==> src/rtl/hack_pkg.sv <==
// Shared definitions for the Hack CPU control sequencer: state encoding,
// instruction field positions and the ALU control payload.
package hack_pkg;

  localparam int unsigned PC_W    = 15;
  localparam int unsigned WORD_W  = 16;

  // Instruction field positions
  localparam int unsigned A_FLAG  = 15;
  localparam int unsigned ABIT    = 12;
  localparam int unsigned CMP_HI  = 11;
  localparam int unsigned CMP_LO  = 6;
  localparam int unsigned DEST_HI = 5;
  localparam int unsigned DEST_LO = 3;
  localparam int unsigned JMP_HI  = 2;
  localparam int unsigned JMP_LO  = 0;

  // Individual destination bits inside DEST
  localparam int unsigned DEST_A  = DEST_HI;
  localparam int unsigned DEST_D  = DEST_HI - 1;
  localparam int unsigned DEST_M  = DEST_LO;

  typedef enum logic [2:0] {
    S_IDLE   = 3'd0,
    S_FETCH  = 3'd1,
    S_DECODE = 3'd2,
    S_MEM_RD = 3'd3,
    S_EXEC   = 3'd4,
    S_WB     = 3'd5
  } state_t;

  // Bit order matches IR[11:6]
  typedef struct packed {
    logic zx;
    logic nx;
    logic zy;
    logic ny;
    logic f;
    logic no;
  } alu_ctrl_t;

endpackage

==> src/rtl/hack_jump_cond.sv <==
// Hack jump predicate: evaluates j1..j3 against the latched ALU flags.
module hack_jump_cond (
  input  logic [2:0] j,
  input  logic       zr,
  input  logic       ng,
  output logic       take
);

  assign take = (j[2] & ng) | (j[1] & zr) | (j[0] & ~ng & ~zr);

endmodule

==> src/rtl/hack_cpu_ctrl.sv <==
// Multi-cycle Hack CPU sequencer: fetch over a req/ack port, decode, optional
// M read, drive the external ALU, then commit A/D/M and the next PC.
module hack_cpu_ctrl #(
  parameter int unsigned PC_W = hack_pkg::PC_W
) (
  input  logic            clk,
  input  logic            rst_n,
  output logic            imem_req,
  output logic [PC_W-1:0] imem_addr,
  input  logic            imem_ack,
  input  logic [15:0]     imem_rdata,
  output logic            dmem_req,
  output logic            dmem_we,
  output logic [PC_W-1:0] dmem_addr,
  output logic [15:0]     dmem_wdata,
  input  logic            dmem_ack,
  input  logic [15:0]     dmem_rdata,
  output logic [15:0]     alu_x,
  output logic [15:0]     alu_y,
  output logic            alu_zx,
  output logic            alu_nx,
  output logic            alu_zy,
  output logic            alu_ny,
  output logic            alu_f,
  output logic            alu_no,
  input  logic [15:0]     alu_out,
  input  logic            alu_zr,
  input  logic            alu_ng,
  output logic [PC_W-1:0] pc,
  output logic [15:0]     a_reg,
  output logic [15:0]     d_reg
);

  import hack_pkg::*;

  state_t          state, state_nxt;
  logic [PC_W-1:0] pc_nxt, pc_inc, imem_addr_nxt, dmem_addr_nxt;
  logic [15:0]     a_nxt, d_nxt, ir, ir_nxt, res, res_nxt;
  logic [15:0]     dmem_wdata_nxt, alu_x_nxt, alu_y_nxt;
  logic            res_zr, res_ng, zr_nxt, ng_nxt, take;
  logic            imem_req_nxt, dmem_req_nxt, dmem_we_nxt;
  alu_ctrl_t       ctrl, ctrl_nxt;

  assign pc_inc = pc + PC_W'(1);

  assign alu_zx = ctrl.zx;
  assign alu_nx = ctrl.nx;
  assign alu_zy = ctrl.zy;
  assign alu_ny = ctrl.ny;
  assign alu_f  = ctrl.f;
  assign alu_no = ctrl.no;

  hack_jump_cond u_jump (
    .j    (ir[JMP_HI:JMP_LO]),
    .zr   (res_zr),
    .ng   (res_ng),
    .take (take)
  );

  // State and datapath registers; reset discards any partial instruction
  always_ff @(posedge clk) begin
    if (!rst_n) begin
      state      <= S_IDLE;
      pc         <= '0;
      a_reg      <= '0;
      d_reg      <= '0;
      ir         <= '0;
      res        <= '0;
      res_zr     <= 1'b0;
      res_ng     <= 1'b0;
      imem_req   <= 1'b0;
      imem_addr  <= '0;
      dmem_req   <= 1'b0;
      dmem_we    <= 1'b0;
      dmem_addr  <= '0;
      dmem_wdata <= '0;
      alu_x      <= '0;
      alu_y      <= '0;
      ctrl       <= '0;
    end else begin
      state      <= state_nxt;
      pc         <= pc_nxt;
      a_reg      <= a_nxt;
      d_reg      <= d_nxt;
      ir         <= ir_nxt;
      res        <= res_nxt;
      res_zr     <= zr_nxt;
      res_ng     <= ng_nxt;
      imem_req   <= imem_req_nxt;
      imem_addr  <= imem_addr_nxt;
      dmem_req   <= dmem_req_nxt;
      dmem_we    <= dmem_we_nxt;
      dmem_addr  <= dmem_addr_nxt;
      dmem_wdata <= dmem_wdata_nxt;
      alu_x      <= alu_x_nxt;
      alu_y      <= alu_y_nxt;
      ctrl       <= ctrl_nxt;
    end
  end

  // Next state and next values of every registered output
  always_comb begin
    state_nxt      = state;
    pc_nxt         = pc;
    a_nxt          = a_reg;
    d_nxt          = d_reg;
    ir_nxt         = ir;
    res_nxt        = res;
    zr_nxt         = res_zr;
    ng_nxt         = res_ng;
    imem_addr_nxt  = imem_addr;
    dmem_addr_nxt  = dmem_addr;
    dmem_wdata_nxt = dmem_wdata;
    alu_x_nxt      = alu_x;
    alu_y_nxt      = alu_y;
    ctrl_nxt       = ctrl;

    unique case (state)
      S_IDLE:   state_nxt = S_FETCH;
      S_FETCH: begin
        if (imem_ack) begin
          ir_nxt    = imem_rdata;
          state_nxt = S_DECODE;
        end
      end
      S_DECODE: begin
        if (!ir[A_FLAG]) begin
          a_nxt     = {1'b0, ir[A_FLAG-1:0]};
          pc_nxt    = pc_inc;
          state_nxt = S_FETCH;
        end else begin
          state_nxt = ir[ABIT] ? S_MEM_RD : S_EXEC;
        end
      end
      S_MEM_RD: begin
        if (dmem_ack) state_nxt = S_EXEC;
      end
      S_EXEC: begin
        res_nxt   = alu_out;
        zr_nxt    = alu_zr;
        ng_nxt    = alu_ng;
        state_nxt = S_WB;
        if (ir[DEST_M]) dmem_wdata_nxt = alu_out;
      end
      S_WB: begin
        // A is still the pre-instruction value here, so the jump target is old A
        if (!ir[DEST_M] || dmem_ack) begin
          if (ir[DEST_A]) a_nxt = res;
          if (ir[DEST_D]) d_nxt = res;
          pc_nxt    = take ? a_reg[PC_W-1:0] : pc_inc;
          state_nxt = S_FETCH;
        end
      end
      default:  state_nxt = S_IDLE;
    endcase

    imem_req_nxt = (state_nxt == S_FETCH);
    dmem_we_nxt  = (state_nxt == S_WB) && ir[DEST_M];
    dmem_req_nxt = (state_nxt == S_MEM_RD) || dmem_we_nxt;

    if (imem_req_nxt) imem_addr_nxt = pc_nxt;
    if (dmem_req_nxt && !dmem_req) dmem_addr_nxt = a_reg[PC_W-1:0];

    // Operands are loaded on entry to EXEC so they are stable for that cycle
    if (state_nxt == S_EXEC) begin
      alu_x_nxt = d_reg;
      alu_y_nxt = (state == S_MEM_RD) ? dmem_rdata : a_reg;
      ctrl_nxt  = alu_ctrl_t'(ir[CMP_HI:CMP_LO]);
    end
  end

endmodule

==> config.mk <==
export PLATFORM = sky130hd
export DESIGN_NAME = hack_cpu_ctrl
export DESIGN_NICKNAME = d
export VERILOG_FILES = /design/src/rtl/hack_pkg.sv /design/src/rtl/hack_jump_cond.sv /design/src/rtl/hack_cpu_ctrl.sv
export SDC_FILE = /design/constraint.sdc
export NUM_CORES = 1
export LEC_CHECK = 0
export ABC_AREA = 1
export BUFFER_PORTS_ARGS = -buffer_cell sky130_fd_sc_hd__buf_2
export CAP_MARGIN = 10
export CORE_AREA = 2 2 128 130
export DETAILED_ROUTE_END_ITERATION = 6
export DIE_AREA = 0 0 130 132
export PLACE_DENSITY = 0.69
export SLEW_MARGIN = 20
export SYNTH_ARGS = -nofsm -noshare
export SYNTH_HDL_FRONTEND = slang
export SYNTH_SLANG_ARGS = --single-unit
==> constraint.sdc <==
create_clock -name clk -period 1.75 [get_ports clk]
set_input_delay 0.35 -clock clk [delete_from_list [all_inputs] [get_ports clk]]
set_output_delay 0.35 -clock clk [all_outputs]
set_load 0.05 [all_outputs]
==> results_dict.tcl, run 1 <==
set metrics [dict create \
    outcome "completed" \
    synthMuxAreaShare 0 \
    rsz0062_at_grt "true" \
    drive_gt1_frac 0.249 \
    drt-total-wl_um 20700 \
    gp_congestion 0.900 \
    end_kind "output pin" \
    clock_latency_ns 0.44 \
    synthTopCellsByArea "dfxtp_1 (49%), nand2_1 (9.7%), o21ai_0 (9.0%)" \
    synth_fa_ha_area_frac 0.00180 \
    ys_async_sr_fraction 0 \
    yosysTopAreaCellShare 0.493 \
    cts_buffers 17 \
    ys_ff_latch 171 \
    syn_area_um2 6950 \
    rows 46 \
    cts_root_buf "clkbuf_16" \
    ir_worst_vdd_mv 0.709 \
    synthFlopType "dfxtp_1" \
    wl_met2_um 9280 \
    die_h_um 132 \
    grt_pass1_vias 6137 \
    crit_fanout 5 \
    cp_data_required_time_ns 1.40 \
    maxSlewViolCount 0 \
    num_vias 6973 \
    fin_crit_ns 1.68 \
    synth_warnings 0 \
    antenna_found_initial 1 \
    netlist_instances 970 \
    maxCapViolations 0 \
    dpl_cell_area_um2 8270 \
    via_per_inst 5.02 \
    syn_to_final_growth_pct 28.4 \
    finalPower_mw 9.15 \
    synthSimpleGateAreaFrac 0.237 \
    yosysTopAreaCell "dfxtp_1" \
    critPathTopFamily "flip-flops" \
    numClockSinks 171 \
    layout.nets 1214 \
    crit_type "reg2out" \
    wire_per_inst_um 14.9 \
    ctsHoldBuffers 0 \
    synth_compound_area_frac 0.182 \
    slew-limit-headroom 0.650 \
    hold_viol 0 \
    finalClockSkew_ns 0.0108 \
    synth_top_family_by_area "simple AND/OR/NAND/NOR gates" \
    finalSetupViolCount 0 \
    critPathSlowestCell "dfxtp_1" \
    dr.pass1.iters 5 \
    wl_met1_um 9570 \
    p_leak_nw 4.14 \
    synthDistinctLibCells 33 \
    post-cts-setup-buffers 0 \
    die_x_um 130 \
    cts_tree "yes" \
    design_area_um2 8920 \
    power.density_nw_per_um2 1030 \
    critPathArrivalTime_ns 1.33 \
    max_freq_mhz 596 \
    ios 188 \
    clockBufferDepth 2 \
    hold_path.class "in2reg" \
    htreeDepth 4 \
    routed.top_layer "met5" \
    drt_iter0_drc 491 \
    track_usage 0.238 \
    overflow 0 \
    ys_seq_area_frac 0.493 \
    start_util 0.442 \
    coreArea_um2 15700 \
    synth_edf_count 0 \
    synth_common_cells "nand2_1 (179), dfxtp_1 (171), nor2_1 (163)" \
    timing.final.crit_share 0.960 \
    die-area_um2 17200 \
    avgSynthCellArea_um2 7.16 \
    io_buffers 187 \
    drc 0 \
    dp_hpwl_um 14900 \
    critPathBufInv 1 \
    yosysMostFrequentCell "nand2_1" \
    grt_max_degree 111 \
    met3WireLength_um 1570 \
    slowest_delay_ns 0.55 \
    postRouteAntennaNets 0 \
    worstMarginPinSlew_ns 0.524 \
    cp-start-kind "register" \
    clk_pin_slew_worst_paths_ns 0.07 \
    synthXorXnorAreaFrac 0.00126 \
    synth_nets 1025 \
    grt_pass1_wl_um 32200 \
    path_cells "buf_2" \
]
[layout by cell type, fill, tap and decap left out, drive strengths merged, types with 4 or more instances in the layout]
cell type | Yosys | routed
nand4 | 4 | 4
inv | 90 | 100
clkbuf | 35 | 18
o21ai | 136 | 136
dfxtp | 171 | 171
a21oi | 76 | 76
nand2 | 185 | 185
a31oi | 25 | 25
clkinv | 3 | 4
nand3 | 45 | 45
buf | 18 | 223
nor2 | 168 | 168
[report_power, final]
part	internal [mW]	switching [mW]
Sequential	4.04	0.110
Combinational	0.357	0.880
Clock	2.03	1.73
[per-stage QoR]
stage,std cells,hold slack (ns),util,worst slack [ns],setup TNS (ns)
after global placement,1356,0.449,0.526,-0.0280,-0.110
after global routing,1388,0.173,0.567,-0.0208,-0.0615
after floorplan,970,0.444,-,0.00928,0
final,1389,0.165,0.568,0.0708,0
after detailed placement,1356,0.451,0.526,0.0153,0
after CTS,1388,0.158,0.564,0.0157,0
[path summary, 6_finish.rpt]
| kind | startpoint | endpoint | slack [ns] | cells past startpoint |
|---|---|---|---|---|
| setup / recovery | a_reg[12]$_SDFFE_PN0P_ | a_reg[12] | 0.07 | 1 |
| hold / removal | alu_zr | res_zr$_SDFFE_PN0N_ | 0.17 | 3 |
| setup reg to reg | state[2]$_SDFF_PN0_ | imem_addr[2]$_SDFFE_PN0P_ | 0.11 | 10 |
| hold reg to reg | dmem_wdata[14]$_SDFFE_PN0P_ | dmem_wdata[14]$_SDFFE_PN0P_ | 0.47 | 2 |
[area by class of cell]
class	count	area (um^2)
Antenna cell	1	2.50
Clock buffer	18	429
Clock inverter	14	151
Fill cell	1519	6800
Inverter	93	354
Multi-Input combinational cell	653	2990
Sequential cell	171	3430
Tap cell	216	270
Timing Repair Buffer	223	1290
[routing by layer]
| metal | vias to the layer above | GRT usage |
|---|---|---|
| met3 | 27 | 0.0572 |
| met4 | 2 | 0.0711 |
| met5 | - | 0 |
| li1 | 3521 | - |
| met1 | 3152 | 0.339 |
| met2 | 271 | 0.359 |
[worst register-to-register path, cell delays in order, from the launching register on]
cell and delay (ns):
dfxtp_2 0.34, inv_2 0.05, nand2_2 0.07, nor2_2 0.14, buf_4 0.16, o21ai_0 0.08
nand4_1 0.13, nand3_1 0.14, buf_12 0.18, o21ai_0 0.17, nor2_1 0.05
[timing repair]
action | 4_1_cts | 5_1_grt
setup endpoints to repair | 1 | 86
cloned | 0 | 0
gates resized for setup | 1 | 22
[cell families after synthesis]
family,count (synthesis)
compound gates,244
xor+xnor,1
fa+ha+maj,1
buf+inv,146
flops,171
simple gates,407
Note: power is estimated with default switching activity, not from simulation.
==> run 2: changes to the inputs <==
--- a/config.mk
+++ b/config.mk
@@ -12,6 +12,7 @@
 export DETAILED_ROUTE_END_ITERATION = 6
 export DIE_AREA = 0 0 130 132
 export PLACE_DENSITY = 0.69
+export REMOVE_ABC_BUFFERS = 1
 export SLEW_MARGIN = 20
 export SYNTH_ARGS = -nofsm -noshare
 export SYNTH_HDL_FRONTEND = slang
==> results_dict.tcl, run 2 (synthesis gave the netlist of run 1 again) <==
set metrics [dict create \
    crit_fanout 10 \
    critPathArrivalTime_ns 1.98 \
    grt_max_degree 137 \
    utilization 0.572 \
    p_leak_nw 4.20 \
    overflow 0 \
    end_kind "register" \
    dr.pass1.iters 5 \
    critPathSlowestCell "dfxtp_2" \
    die-area_um2 17200 \
    cts_buffers 17 \
    power.density_nw_per_um2 1040 \
    die_x_um 130 \
    cts_root_buf "clkbuf_16" \
    fillCellCount 1535 \
    design_area_um2 8990 \
    numClockSinks 171 \
    drt_iter0_drc 374 \
    maxCapViolations 0 \
    slew-limit-headroom 0.626 \
    finalClockSkew_ns 0.0112 \
    num_vias 6853 \
    clk_pin_slew_worst_paths_ns 0.07 \
    drive_gt1_frac 0.248 \
    mostFrequentLayoutCells "buf_2 (186), nand2_1 (178), dfxtp_1 (168), nor2_1 (158), o21ai_0 (123)" \
    syn_to_final_growth_pct 29.4 \
    dp_hpwl_um 14400 \
    io_buffers 187 \
    max_freq_mhz 603 \
    final_common_cell "buf_2" \
    layout.nets 1220 \
    setup_tns_ns 0 \
    cp_data_required_time_ns 2.08 \
    antenna_found_initial 4 \
    ios 188 \
    crit_type "reg2reg" \
    via_per_inst 4.91 \
    die_h_um 132 \
    crit_top_cell "nand2_1" \
    ir_worst_vdd_mv 0.776 \
    fin_crit_ns 1.66 \
    timing.final.crit_share 0.947 \
    drt-total-wl_um 20300 \
    cts_tree "yes" \
    drc 0 \
    postRouteAntennaNets 0 \
    slowest_delay_ns 0.35 \
    cp-start-kind "register" \
    grt_pass1_vias 6308 \
    rsz0062_at_grt "true" \
    finalSetupViolCount 0 \
    hold_slack_ns 0.168 \
    rows 46 \
    track_usage 0.237 \
    outcome "completed" \
    htreeDepth 4 \
    clock_latency_ns 0.43 \
    start_util 0.442 \
    grt_pass1_wl_um 32200 \
    hold_viol 0 \
    clockBufferDepth 2 \
    worstMarginPinSlew_ns 0.560 \
    path_cells "inv_2 -> nand2_2 -> nor2_4 -> nand2_1 -> nand2_1 -> nor2_2 -> nand2_1 -> nor2_2 -> buf_12 -> nand3_1 -> nand2_1 -> inv_1" \
    dpl_cell_area_um2 8290 \
    gp_congestion 0.909 \
    post-cts-setup-buffers 0 \
    ctsHoldBuffers 0 \
    coreArea_um2 15700 \
    hold_path.class "in2reg" \
    maxSlewViolCount 0 \
    wire_per_inst_um 14.5 \
]
[run 2: cell count changes in the layout (fill, tap and decap cells not counted), moves of 3 or more]
cell / before / now
buf_4: 30 / 38
dfxtp_2: 7 / 2
dfxtp_1: 164 / 168
inv_8: 7 / 3
clkinv_4: 0 / 3
nor2_2: 10 / 7
[run 2: critical path: cells and delay by family, from the launching register on]
kind	cells	cell delay (ns)
buf+inv	3	0.22
flops	1	0.35
simple gates	9	0.98
[run 2: path summary, 6_finish.rpt]
path	start	to	slack (ns)	depth (start not counted)
setup / recovery	state[2]$_SDFF_PN0_	imem_addr[12]$_SDFFE_PN0P_	0.09	12
hold / removal	imem_rdata[7]	ir[7]$_SDFFE_PN0P_	0.17	3
setup reg to reg	state[2]$_SDFF_PN0_	imem_addr[12]$_SDFFE_PN0P_	0.09	12
hold reg to reg	dmem_wdata[5]$_SDFFE_PN0P_	dmem_wdata[5]$_SDFFE_PN0P_	0.46	2
[run 2: what timing repair did]
item                                   CTS  global route
resized for setup                        3            22
pin swaps                                0             2
setup endpoints to repair               37            79
endpoints found under the hold margin    0             0
[run 2: final cells by class]
class | count | area [um^2] | area share
antenna | 1 | 2.50 | 0.000278
timing repair buffer | 229 | 1310 | 0.146
multi-input combinational | 653 | 3000 | 0.334
clock buffer | 20 | 447 | 0.0497
inverter | 93 | 354 | 0.0394
sequential | 171 | 3430 | 0.382
tap | 216 | 270 | 0.0301
clock inverter | 12 | 176 | 0.0196
[run 2: metrics by stage]
stage                     setup slack (ns)  std cells  total power [mW]
final                               0.0925       1395              9.39
after global routing               -0.0370       1394              9.74
after CTS                          0.00838       1394              9.44
after detailed placement           -0.0332       1362              5.45
after global placement             -0.0190       1362              5.44
after floorplan                     -0.765        917              5.00
[run 2: layer usage]
| metal | share of wire | vias to the layer above | wire, um | GRT usage |
|---|---|---|---|---|
| li1 | - | 3539 | - | - |
| met1 | 0.47 | 3052 | 9450 | 0.322 |
| met2 | 0.44 | 223 | 8970 | 0.362 |
| met3 | 0.071 | 33 | 1440 | 0.0641 |
| met4 | 0.019 | 6 | 384 | 0.0824 |
| met5 | 0.0022 | - | 45 | 0 |
[run 2: power by group]
group          switching, mW  leakage, nW  internal, mW
clock network           1.67        0.306          2.34
registers              0.107         1.39          4.05
logic                  0.867         2.50         0.359
